--- config.mk ---
export PLATFORM = sky130hd
export DESIGN_NAME = writeback_stage
export DESIGN_NICKNAME = d
export VERILOG_FILES = /design/src/rtl/lca_pkg.sv /design/src/rtl/mux16x4.sv /design/src/rtl/writeback_stage.sv
export SDC_FILE = /design/constraint.sdc
export NUM_CORES = 1
export LEC_CHECK = 0
export CAP_MARGIN = 20
export CORE_MARGIN = 10
export CORE_UTILIZATION = 46
export DETAILED_ROUTE_END_ITERATION = 7
export GPL_ROUTABILITY_DRIVEN = 0
export HOLD_SLACK_MARGIN = 0.1
export PLACE_DENSITY = 0.77
export SYNTH_ARGS = -nofsm -noshare
export SYNTH_HDL_FRONTEND = slang
export SYNTH_SLANG_ARGS = --single-unit
--- constraint.sdc ---
create_clock -name clk -period 3.2 [get_ports clk]
set_clock_uncertainty 0.05 [all_clocks]
set_input_delay 0.64 -clock clk [delete_from_list [all_inputs] [get_ports clk]]
set_output_delay 0.64 -clock clk [all_outputs]
set_load 0.05 [all_outputs]
--- src/rtl/lca_pkg.sv ---
// Shared ISA constants and opcode classification helpers for the pipeline control path.
package lca_pkg;

    localparam logic [3:0] OP_ADD = 4'b0000;
    localparam logic [3:0] OP_ADI = 4'b0001;
    localparam logic [3:0] OP_NDU = 4'b0010;
    localparam logic [3:0] OP_LHI = 4'b0011;
    localparam logic [3:0] OP_LW  = 4'b0100;
    localparam logic [3:0] OP_SW  = 4'b0101;
    localparam logic [3:0] OP_LM  = 4'b0110;
    localparam logic [3:0] OP_SM  = 4'b0111;
    localparam logic [3:0] OP_JAL = 4'b1000;
    localparam logic [3:0] OP_JLR = 4'b1001;
    localparam logic [3:0] OP_BEQ = 4'b1100;

    localparam logic [1:0] COND_Z = 2'b01;
    localparam logic [1:0] COND_C = 2'b10;

    localparam logic [2:0] MREG_MEM = 3'd0;
    localparam logic [2:0] MREG_ALU = 3'd1;
    localparam logic [2:0] MREG_IMM = 3'd2;
    localparam logic [2:0] MREG_PC1 = 3'd3;

    localparam logic [3:0] MR7_NONE   = 4'd0;
    localparam logic [3:0] MR7_MEM    = 4'd1;
    localparam logic [3:0] MR7_PCIMM  = 4'd2;
    localparam logic [3:0] MR7_ALU    = 4'd3;
    localparam logic [3:0] MR7_RFOUT2 = 4'd4;

    function automatic logic is_rf_writer(input logic [3:0] op);
        case (op)
            OP_ADD, OP_ADI, OP_NDU, OP_LHI, OP_LW, OP_LM, OP_JAL, OP_JLR: return 1'b1;
            default: return 1'b0;
        endcase
    endfunction

    function automatic logic updates_c(input logic [3:0] op);
        return (op == OP_ADD) || (op == OP_ADI);
    endfunction

    function automatic logic updates_z(input logic [3:0] op);
        return (op == OP_ADD) || (op == OP_ADI) || (op == OP_NDU) || (op == OP_LW);
    endfunction

endpackage

--- src/rtl/mux16x4.sv ---
// Four-way data selector used for the register-file write-data source.
module mux16x4 #(
    parameter int WIDTH = 16
) (
    input  logic [1:0]       sel,
    input  logic [WIDTH-1:0] d0,
    input  logic [WIDTH-1:0] d1,
    input  logic [WIDTH-1:0] d2,
    input  logic [WIDTH-1:0] d3,
    output logic [WIDTH-1:0] y
);
    always_comb begin
        case (sel)
            2'd0:    y = d0;
            2'd1:    y = d1;
            2'd2:    y = d2;
            default: y = d3;
        endcase
    end
endmodule

--- src/rtl/writeback_stage.sv ---
// Writeback stage: registers one instruction, applies conditional execution, owns C/Z,
// drives the RF write port and PC redirect, and counts retired instructions.
module writeback_stage import lca_pkg::*; #(
    parameter int WIDTH  = 16,
    parameter int SHADOW = 1,
    parameter int CNT_W  = 32
) (
    input  logic             clk,
    input  logic             reset,
    input  logic             in_valid,
    input  logic [15:0]      in_ir,
    input  logic [2:0]       in_wA,
    input  logic [2:0]       in_MregWB,
    input  logic [3:0]       in_Mr7WB,
    input  logic [WIDTH-1:0] in_alu_out,
    input  logic             in_alu_c,
    input  logic             in_alu_z,
    input  logic [WIDTH-1:0] in_mem_data,
    input  logic [WIDTH-1:0] in_imm970,
    input  logic [WIDTH-1:0] in_pc,
    input  logic [WIDTH-1:0] in_pc_imm,
    input  logic [WIDTH-1:0] in_rfout2,
    input  logic             in_beq_taken,
    output logic             rf_we,
    output logic [2:0]       rf_wa,
    output logic [WIDTH-1:0] rf_wd,
    output logic             redirect,
    output logic [WIDTH-1:0] pc_target,
    output logic             flag_c,
    output logic             flag_z,
    output logic [CNT_W-1:0] retire_count
);
    localparam int SH_W = $clog2(SHADOW + 2);

    logic             wb_valid_q;
    logic [3:0]       wb_op_q;
    logic [1:0]       wb_cond_q;
    logic [2:0]       wb_wa_q;
    logic [2:0]       wb_mreg_q;
    logic [3:0]       wb_mr7_q;
    logic [WIDTH-1:0] wb_alu_q, wb_mem_q, wb_imm_q, wb_pc_q, wb_pc_imm_q, wb_rfout2_q;
    logic             wb_alu_c_q, wb_alu_z_q, wb_beq_q;
    logic             flag_c_q, flag_z_q, flag_c_d, flag_z_d;
    logic [SH_W-1:0]  shadow_q, shadow_d, shadow_eff;
    logic [CNT_W-1:0] retire_q, retire_d;

    logic             cond_ok, exec, squash, redir_src;
    logic [WIDTH-1:0] pc_plus1, mux_wd, redir_tgt;
    logic             unused_ir_bits;

    assign unused_ir_bits = ^in_ir[11:2];

    // Predicated ADC/ADZ/NDC/NDZ only fail when the referenced flag is clear.
    always_comb begin
        cond_ok = 1'b1;
        if ((wb_op_q == OP_ADD) || (wb_op_q == OP_NDU)) begin
            if ((wb_cond_q == COND_C && !flag_c_q) || (wb_cond_q == COND_Z && !flag_z_q))
                cond_ok = 1'b0;
        end
    end

    // Reset suppresses the held instruction's effects in the same cycle.
    assign exec     = wb_valid_q & cond_ok & ~reset;
    assign pc_plus1 = wb_pc_q + WIDTH'(1);

    mux16x4 #(.WIDTH(WIDTH)) u_wd_mux (
        .sel (wb_mreg_q[1:0]),
        .d0  (wb_mem_q),
        .d1  (wb_alu_q),
        .d2  (wb_imm_q),
        .d3  (pc_plus1),
        .y   (mux_wd)
    );

    assign rf_we = exec & is_rf_writer(wb_op_q);
    assign rf_wa = wb_wa_q;
    assign rf_wd = wb_mreg_q[2] ? '0 : mux_wd;

    always_comb begin
        redir_src = 1'b0;
        redir_tgt = '0;
        case (wb_mr7_q)
            MR7_MEM:    begin redir_src = 1'b1; redir_tgt = wb_mem_q;    end
            MR7_PCIMM:  begin redir_src = 1'b1; redir_tgt = wb_pc_imm_q; end
            MR7_ALU:    begin redir_src = 1'b1; redir_tgt = wb_alu_q;    end
            MR7_RFOUT2: begin redir_src = 1'b1; redir_tgt = wb_rfout2_q; end
            MR7_NONE: begin
                if (rf_we && wb_wa_q == 3'd7) begin
                    redir_src = 1'b1;
                    redir_tgt = rf_wd;
                end
            end
            default: ;
        endcase
        if (wb_op_q == OP_BEQ && !wb_beq_q)
            redir_src = 1'b0;
    end

    assign redirect  = exec & redir_src;
    assign pc_target = redirect ? redir_tgt : '0;

    // A redirect counts as the first shadow cycle, so the capture at its own edge is squashed.
    assign shadow_eff = redirect ? SH_W'(SHADOW) : shadow_q;
    assign squash     = (shadow_eff != '0);
    assign shadow_d   = squash ? shadow_eff - SH_W'(1) : '0;

    always_comb begin
        flag_c_d = flag_c_q;
        flag_z_d = flag_z_q;
        if (exec && updates_c(wb_op_q))
            flag_c_d = wb_alu_c_q;
        if (exec && updates_z(wb_op_q))
            flag_z_d = (wb_op_q == OP_LW) ? (wb_mem_q == '0) : wb_alu_z_q;
    end

    assign retire_d = retire_q + CNT_W'(wb_valid_q);

    always_ff @(posedge clk) begin
        if (reset) begin
            wb_valid_q  <= 1'b0;
            wb_op_q     <= '0;
            wb_cond_q   <= '0;
            wb_wa_q     <= '0;
            wb_mreg_q   <= '0;
            wb_mr7_q    <= '0;
            wb_alu_q    <= '0;
            wb_mem_q    <= '0;
            wb_imm_q    <= '0;
            wb_pc_q     <= '0;
            wb_pc_imm_q <= '0;
            wb_rfout2_q <= '0;
            wb_alu_c_q  <= 1'b0;
            wb_alu_z_q  <= 1'b0;
            wb_beq_q    <= 1'b0;
            flag_c_q    <= 1'b0;
            flag_z_q    <= 1'b0;
            shadow_q    <= '0;
            retire_q    <= '0;
        end else begin
            wb_valid_q  <= in_valid & ~squash;
            wb_op_q     <= in_ir[15:12];
            wb_cond_q   <= in_ir[1:0];
            wb_wa_q     <= in_wA;
            wb_mreg_q   <= in_MregWB;
            wb_mr7_q    <= in_Mr7WB;
            wb_alu_q    <= in_alu_out;
            wb_mem_q    <= in_mem_data;
            wb_imm_q    <= in_imm970;
            wb_pc_q     <= in_pc;
            wb_pc_imm_q <= in_pc_imm;
            wb_rfout2_q <= in_rfout2;
            wb_alu_c_q  <= in_alu_c;
            wb_alu_z_q  <= in_alu_z;
            wb_beq_q    <= in_beq_taken;
            flag_c_q    <= flag_c_d;
            flag_z_q    <= flag_z_d;
            shadow_q    <= shadow_d;
            retire_q    <= retire_d;
        end
    end

    assign flag_c       = flag_c_q;
    assign flag_z       = flag_z_q;
    assign retire_count = retire_q;

endmodule

[After elaboration in Yosys (flattened, before gate mapping)]
Memory sizes are Yosys's and may differ from the RTL's. A register that Yosys moved wholly into a read port is not among the register bits.
Cells that the tools add are included.
Word-level totals
  flip-flop bits (word level): 152
  bits in read-only memories: 16
  bits of input ports: 128
  output and inout bits: 71
  word-level logic and storage cells: 77
  memories kept: 1
Memories
  (no name shown): depth 16, bits a word 1, rd ports 1, clocked after Yosys merged registers in 1, wr ports 0, line lca_pkg.sv:31  | case (op)
Cells by class
  add/sub/neg operators: 3
  eq/ne operators: 13
  muxes and demuxes: 13
  bitwise operators: 7
  reductions and logical operators: 21
Operators by type and width (number)
  $pmux W16 S5: 1
  $mux W16: 3
  $pmux W16 S3: 1
  $add A32 B1 Y32: 1
  $add A16 B1 Y16 const B: 1
  $logic_not A16 Y1: 1
  $eq A4 B2 Y1 const B: 3
  $eq A4 B1 Y1 const B: 2
  $eq A4 B3 Y1 const B: 2
  $logic_not A4 Y1: 2
  $logic_and A1 B1 Y1: 6
  $and A1 B1 Y1: 5
  $logic_or A1 B1 Y1: 5
  $mux W1: 5
  $eq A2 B1 Y1 const B: 2
  $eq A2 B2 Y1 const B: 2
  $eq A4 B4 Y1 const B: 1
  $mux W4: 1
  $reduce_or A4 Y1: 1
  $eq A3 B3 Y1 const B: 1
  $logic_not A1 Y1: 3
  $logic_not A2 Y1: 1
  $mux W2: 1
  $not A1 Y1: 2
  other kinds (4): 4

[Longest topological paths before layout]
Gate-level depths: netlist of the first run.
  depth after elaboration: 17
  gate-level depth with buffers: 9
  depth with buffers taken out: 8

[Hierarchy]
A second synthesis of the first run with hierarchy kept.
Second synthesis, totals
  cell total of the unflattened synthesis: 624
  area, all modules: 6359.8 µm²
By module, submodules not included
  writeback_stage: instances 1, cells each 604, area each 5935.7 µm², seq. area each 3062.9 µm²
  mux16x4: instances 1, cells each 20, area each 424.2 µm², seq. area each 0.0 µm²

[Least setup slack after synthesis of the first run]
No wires, ideal clock.
  path type: flip-flop to output port
  from: reg wb_mreg_q[0]
  to: out pc_target[14]
  arrival: 3.319 ns
  data required time: 2.510 ns
  path slack: -0.809 ns
  stages on the path, launching flop included: 7
  path buffers: 2
  path through: dfxtp_1 -> buf_1 -> and2_1 -> clkbuf_1 -> a311oi_1 -> nand2_1 -> a21oi_1
Between the ends
  longest elaborated chain between the ends: 6
  elaborated cells on any way between the ends: 8
  classes of those cells: eq/ne: 2; mux: 5; reduce/logical: 1
Ends and longest elaborated chain
  from (decl): line writeback_stage.sv:39  | logic [2:0] wb_mreg_q;
  from (signal assigned): line writeback_stage.sv:144  | wb_mreg_q <= in_MregWB;
  $eq A2 B2 Y1, or another cell as far along: line mux16x4.sv:13  | case (sel)
  $pmux W16 S3 (*): line mux16x4.sv:13
  $mux W16 (*): line writeback_stage.sv:77  | assign rf_wd = wb_mreg_q[2] ? '0 : mux_wd;
  named net rf_wd[14]: line writeback_stage.sv:26  | output logic [WIDTH-1:0] rf_wd,
  $mux W16 (*): line writeback_stage.sv:88  | if (rf_we && wb_wa_q == 3'd7) begin
  $pmux W16 S5 (*): line writeback_stage.sv:82  | case (wb_mr7_q)
  $mux W16 (*): line writeback_stage.sv:100  | assign pc_target = redirect ? redir_tgt : '0;
  to (decl): line writeback_stage.sv:28  | output logic [WIDTH-1:0] pc_target,
The timed path passes the listed nets; every way through them passes the cells marked *.

[Worst setup path in the final report of the first run]
  from: reg wb_cond_q[1]
  to: out pc_target[7]
Between the ends
  longest elaborated chain between the ends: 14
  elaborated cells on any way between the ends: 18
  classes of those cells: eq/ne: 2; mux: 8; bitwise: 4; reduce/logical: 4
Ends and longest elaborated chain
  from (decl): line writeback_stage.sv:37  | logic [1:0] wb_cond_q;
  from (signal assigned): line writeback_stage.sv:142  | wb_cond_q <= in_ir[1:0];
  $eq A2 B2 Y1 or $eq A2 B1 Y1 (tied branches): line writeback_stage.sv:57  | if ((wb_cond_q == COND_C && !flag_c_q) || (wb_cond_q == COND_Z && !flag_z_q))
  $logic_and A1 B1 Y1: line writeback_stage.sv:57
  $logic_or A1 B1 Y1 (*): line writeback_stage.sv:57
  $mux W1 (*): line writeback_stage.sv:57
  $mux W1 (*): line writeback_stage.sv:56  | if ((wb_op_q == OP_ADD) || (wb_op_q == OP_NDU)) begin
  $and A1 B1 Y1 (*) (2 in a row): line writeback_stage.sv:63  | assign exec = wb_valid_q & cond_ok & ~reset;
  $and A1 B1 Y1: line writeback_stage.sv:75  | assign rf_we = exec & is_rf_writer(wb_op_q);
  $logic_and A1 B1 Y1: line writeback_stage.sv:88
  $mux W1: line writeback_stage.sv:88
  $pmux W1 S2: line writeback_stage.sv:82
  $mux W1: line writeback_stage.sv:95  | if (wb_op_q == OP_BEQ && !wb_beq_q)
  $and A1 B1 Y1: line writeback_stage.sv:99  | assign redirect = exec & redir_src;
  $mux W16 (*): line writeback_stage.sv:100
Mark *: on every way between the ends. The rest lies on a longest branch, timed or not.

==> out/qor.yml, run 1 <==
status:
  status: "complete, no violations"
critical_path:
  reg2reg_depth: 10
  crit_chain: "or3b_4 -> a2111oi_4 -> buf_4 -> buf_6 -> nor4b_4 -> buf_4 -> buf_8 -> nand2_1 -> a21oi_2 -> buf_12"
  path_max_fanout: 8
  worstSetupPathType: "flip-flop to output port"
  crit_family: "buffers and inverters"
  crit_buf_inv: 5
  end_kind: "output port"
  critPathLaunchType: "flip-flop"
  cp_common_cell: "buf_4"
  cp_slowest_cell: "or3b_4"
  cp_num_cells: 10
  crit_path_max_incr_delay_ps: 390
  worst_ep_required_time_ps: 2510
  worst_ep_arrival_time_ps: 2470
clocking:
  cts_tree: "built"
  holdBufCountCts: 0
  clock_sinks: 153
  clockBufferDepth: 2
  cts_buffers: 17
  clkTransAtPathRegs_ps: 60
  htreeDepth: 4
  clock_latency_ps: 430
  root_buffer: "clkbuf_16"
routing:
  ant_nets: 0
  vias_per_cell: 5.526
  highest_layer: "met4"
  wl_met1_um: 8540
  met3WireLength_um: 2075
  wl_um: 21080
  dr.pass1.iters: 6
  wl_met2_um: 9993
  drtIter0Drc: 559
  vias: 5725
  drc: 0
  wl_per_cell_um: 20.34
timing:
  period_needed_ps: 3159
  timing.slew.headroom_pct: 28.35
  setup_viol: 0
  fin_crit_sh_pct: 98.73
  hold_violations: 0
  slew_violations: 0
  fin_hold_ws_ps: 412.2
  fmax_ghz: 0.3165
  worstMarginPinSlew_ps: 1075
  rsz0062_at_grt: "true"
layout:
  final_cell_mix: "153 x clkdlybuf4s50_1, 144 x dfxtp_1, 122 x nor2b_1, 38 x nor2_1, 31 x buf_4"
  drive_gt1_share_pct: 20.00
  regArea_mm2: 0.003074
  multi_input_area_mm2: 0.003234
  n_antenna_cell: 0
  area_growth_pct: 53.24
  nNetsFinal: 979
  fillCellCount: 945
  layout_commonest_cell: "clkdlybuf4s50_1"
floorplan:
  die_w_um: 136.9
  core_area_mm2: 0.01330
  fp.dieH_um: 136.9
  dieArea_mm2: 0.01874
  io_pins: 199
  row_count: 42
  start_util_pct: 47.28
global_routing:
  grt_max_degree: 109
  globalRouteOverflowTotal: 0
  grt_pass1_wl_um: 31670
  grt_use_total_pct: 21.88
  antenna_found_initial: 0
  grt_pass1_vias: 5736
flow_run:
  maxCapViolations: 0
synth:
  ys_ff_latch: 153
  netlist_instances: 647
  seq_area_frac_synth_pct: 48.73
  synthArstFlopShare_pct: 0
  syn_area_mm2: 0.006286
  ys_types: 57
  synthesis.nets: 779
  avgSynthCellArea_um2: 9.716
  synth-edff-count: 0
  synth_ff_type: "dfxtp_1"
  yosys_warnings: 0
power_and_ir_drop:
  comb_power_share_pct: 13.1
  p_switching_mw: 1.151
  p_total_mw: 4.931
  peakVddDrop_mv: 0.3844
  p_int_mw: 3.781
  powerDensity_mw_per_mm2: 511.9
  switching_share_pct: 23.33
  seqPwrFrac_pct: 41.8
  pwr-share-clk_pct: 45.1
  p_leak_nw: 3.546
placed_design:
  portBuffers: 188
  place_hpwl_um: 15080
worst_hold_path:
  hold_depth: 1
  holdCritPathClass: "flip-flop to flip-flop"
-- per-layer routing --
layer	vias to the layer above	track usage (%)
li1	2703	-
met1	2716	26.34
met2	269	34.98
met3	37	8.174
met4	0	8.021
met5	-	0
-- metrics by stage --
step / worst slack, ps / cell area (um^2) / instances / setup TNS [ps] / util (%)
2_1_floorplan: -114.3 / 6400 / 647 / -133.8 / -
3_3_place_gp: 107.1 / 8737 / 987 / 0 / 65.72
3_5_place_dp: 80.44 / 8737 / 987 / 0 / 65.72
4_1_cts: 6.157 / 9533 / 1030 / 0 / 71.70
5_1_grt: -39.12 / 9633 / 1036 / -227.9 / 72.45
6_report: 40.72 / 9633 / 1036 / 0 / 72.45
-- registers in the layout, summed over array words and instances, names as in the netlist, 3 cells and up, named ones only --
name / cells
retire_count: 32
wb_alu_q: 16
wb_imm_q: 16
wb_mem_q: 16
wb_pc_imm_q: 16
wb_pc_q: 16
wb_rfout2_q: 16
wb_mr7_q: 4
wb_op_q: 4
rf_wa: 3
wb_mreg_q: 3
-- timing repair --
action,CTS,global route
setup buffers,10,6
cloned,1,1
endpoints found under the hold margin,0,0
pin swaps,4,11
endpoints found under the setup margin,17,16
resized for setup,7,27
-- synthesized netlist by cell type, types with 5 or more instances --
library cell  number  area share [%]
a21oi_1           24             1.9
a222oi_1          14             2.2
a22o_1            14             2.0
a31oi_1            6            0.60
and2_1             6            0.60
and3_1             5            0.50
clkbuf_1          28             1.7
dfxtp_1          153              49
inv_1              7            0.42
mux2_2            14             2.5
nand2_1           30             1.8
nand3_1           25             2.0
nand4_1           13             1.3
nor2_1            39             2.3
nor2b_1          123              12
nor3_1             8            0.64
nor4_1            15             1.5
o21ai_0           10            0.80
o221ai_1           8             1.1
or3_1              8            0.80
xnor2_1            9             1.3
xor2_1            20             2.8
-- worst register-to-register path, delay by kind of cell (launching register included) --
family	cells	cell delay [ps]
AOI/OAI and AO/OA	2	450
DFF	1	330
adders and majority gates	1	270
and+or+nand+nor	4	750
buffers and inverters	3	480
-- cells by family after synthesis --
group	count (synthesis)	synth area share, %
buf+inv	43	2.687
flops	153	48.73
fa+ha+maj	5	0.9555
xor+xnor	29	4.041
compound gates	100	12.14
mux	21	4.220
simple gates	296	27.23
-- final timing paths --
path           startpoint           end  slack, ps
max          wb_cond_q[1]  pc_target[7]         40
min reg2reg   shadow_q[0]   shadow_q[0]        410
min           shadow_q[0]   shadow_q[0]        410
max reg2reg  wb_cond_q[1]   shadow_q[0]        740
-- power groups by stage --
stage,clock [mW],combinational [mW],sequential [mW]
2_1_floorplan,0,0.307,2.09
5_1_grt,2.33,0.685,2.07
3_3_place_gp,0,0.614,2.09
3_5_place_dp,0,0.623,2.10
4_1_cts,2.24,0.639,2.06
6_report,2.22,0.648,2.06
-- area by class of cell --
| class | count | share of cell area, % |
|---|---|---|
| sequential | 153 | 31.91 |
| tap | 176 | 2.286 |
| inverter | 7 | 0.2728 |
| clock buffer | 21 | 4.884 |
| multi-input combinational | 451 | 33.58 |
| timing repair buffer | 217 | 25.09 |
| clock inverter | 11 | 1.974 |
Power figures use the tool's default switching activity.
==> run 2, diff against run 1 <==
--- a/config.mk
+++ b/config.mk
@@ -6,7 +6,7 @@
 export NUM_CORES = 1
 export LEC_CHECK = 0
 export CAP_MARGIN = 20
-export CORE_MARGIN = 10
+export CORE_MARGIN = 8
 export CORE_UTILIZATION = 46
 export DETAILED_ROUTE_END_ITERATION = 7
 export GPL_ROUTABILITY_DRIVEN = 0
==> run 2 against run 1 <==
  * Worst hold slack got worse by 1.9 ps
  * Sequential power about the same
  * First-iteration DRC count increased by 6.6%
  * Sequential cell count unchanged
  * Register-to-register slack improved by 90 ps
  * Sequential share of layout area increased by 0.069 points
  * Fmax decreased by 0.76%
  * Die area decreased by 5.8%
==> out/qor.yml, run 2 (synthesis results as in run 1) <==
status:
  status: "complete, no violations"
placed_design:
  place_area_mm2: 0.008732
  portBuffers: 188
  dp_slack_ps: 126.6
  placedCellCount: 988
  place_hpwl_um: 14860
critical_path:
  worstSetupPathType: "flip-flop to output port"
  worst_ep_arrival_time_ps: 2490
  worstSetupStartpoint: "flag_c"
  end_kind: "output port"
  reg2reg_depth: 8
  reg2reg_to: "shadow_q[0]"
  worst_ep_required_time_ps: 2510
  path_max_fanout: 6
  worstSetupEndpoint: "pc_target[8]"
  reg2reg_from: "flag_c"
  rrSetupSlack_ps: 830
  critPathLaunchType: "flip-flop"
routing:
  vias: 5721
  ant_nets: 0
  dr.pass1.iters: 6
  drc: 0
  wl_per_cell_um: 19.81
  drtIter0Drc: 596
  wl_um: 20510
  vias_per_cell: 5.528
floorplan:
  fp.dieH_um: 132.9
  core_area_mm2: 0.01330
  dieArea_mm2: 0.01766
  row_count: 42
  io_pins: 199
  start_util_pct: 47.28
  die_w_um: 132.9
timing:
  worstMarginPinSlew_ps: 1077
  setup_viol: 0
  hold_violations: 0
  fin_hold_ws_ps: 410.3
  rsz0062_at_grt: "true"
  fin_crit_sh_pct: 99.48
  worst_slack_ps: 16.68
  timing.slew.headroom_pct: 28.20
  slew_violations: 0
  fmax_ghz: 0.3141
  tns_ps: 0
  period_needed_ps: 3183
global_routing:
  antenna_found_initial: 0
  use_met1_pct: 27.13
  grt_use_total_pct: 23.19
  use_met3_pct: 7.078
  globalRouteOverflowTotal: 0
  grt.busiest_layer: "met2"
  grt_pass1_wl_um: 32260
  grt_use_met2_pct: 38.48
  grt_pass1_vias: 5981
  grt_max_degree: 109
layout:
  regArea_mm2: 0.003070
  fillCellCount: 940
  drive_gt1_share_pct: 18.86
  n_antenna_cell: 0
  design_area_mm2: 0.009600
  nNetsFinal: 978
  layout_commonest_cell: "clkdlybuf4s50_1"
  area_growth_pct: 52.73
  multi_input_area_mm2: 0.003196
  fin_cells: 1035
  final_core_util_pct: 72.21
  final_cell_mix: "153 x clkdlybuf4s50_1, 147 x dfxtp_1, 122 x nor2b_1, 38 x nor2_1, 31 x buf_4"
  largest_register_ffs: 32
worst_hold_path:
  holdCritPathClass: "flip-flop to flip-flop"
clocking:
  clkTransAtPathRegs_ps: 60
  htreeDepth: 4
  cts_buffers: 17
  clock_latency_ps: 430
  clock_sinks: 153
  cts_tree: "built"
  clockBufferDepth: 2
  root_buffer: "clkbuf_16"
power_and_ir_drop:
  powerDensity_mw_per_mm2: 524.4
  p_total_mw: 5.034
  p_leak_nw: 3.536
  peakVddDrop_mv: 0.4750
flow_run:
  maxCapViolations: 0
run 2: critical path, stage by stage (launching register included):
cell and delay [ps]:
dfxtp_2 330, or3b_4 380, a2111oi_4 480, o21ai_1 130, nand4_1 140, buf_4 140, buf_12 110, buf_12 110
a21oi_2 50, buf_12 180
run 2: layout make-up:
cell class / instances / share of cell area, %
inverters: 7 / 0.2737
flip-flops and latches: 153 / 31.98
clock inverters: 10 / 2.203
repair buffers: 216 / 24.92
multi-input cells: 451 / 33.29
clock buffers: 22 / 5.044
well taps: 176 / 2.294
run 2: power breakdown:
group | switching [mW] | internal [mW]
Combinational | 0.305 | 0.338
Sequential | 0.0634 | 2.00
Clock | 0.784 | 1.55
run 2: what timing repair did:
action | CTS | global route
pin swaps | 6 | 5
hold buffers | 0 | 0
setup buffers | 12 | 4
gates resized for setup | 5 | 12
setup endpoints to repair | 15 | 18
hold endpoints to repair | 0 | 0
cloned | 1 | 0
run 2: worst min-delay path by stage:
| stage | end | depth (start not counted) | slack, ps | from |
|---|---|---|---|---|
| global route | shadow_q[0] | 1 | 430 | shadow_q[0] |
| finish | shadow_q[0] | 1 | 410 | shadow_q[0] |
| floorplan | shadow_q[0] | 1 | 370 | shadow_q[0] |
| CTS | shadow_q[0] | 1 | 400 | shadow_q[0] |
| detailed placement | shadow_q[0] | 1 | 390 | shadow_q[0] |
| global placement | shadow_q[0] | 1 | 380 | shadow_q[0] |
run 2: layer usage:
metal / up-vias / share of wire [%]
met5: - / 0
met4: 0 / 2.5
met3: 38 / 8.2
met2: 279 / 48
met1: 2703 / 41
li1: 2701 / -
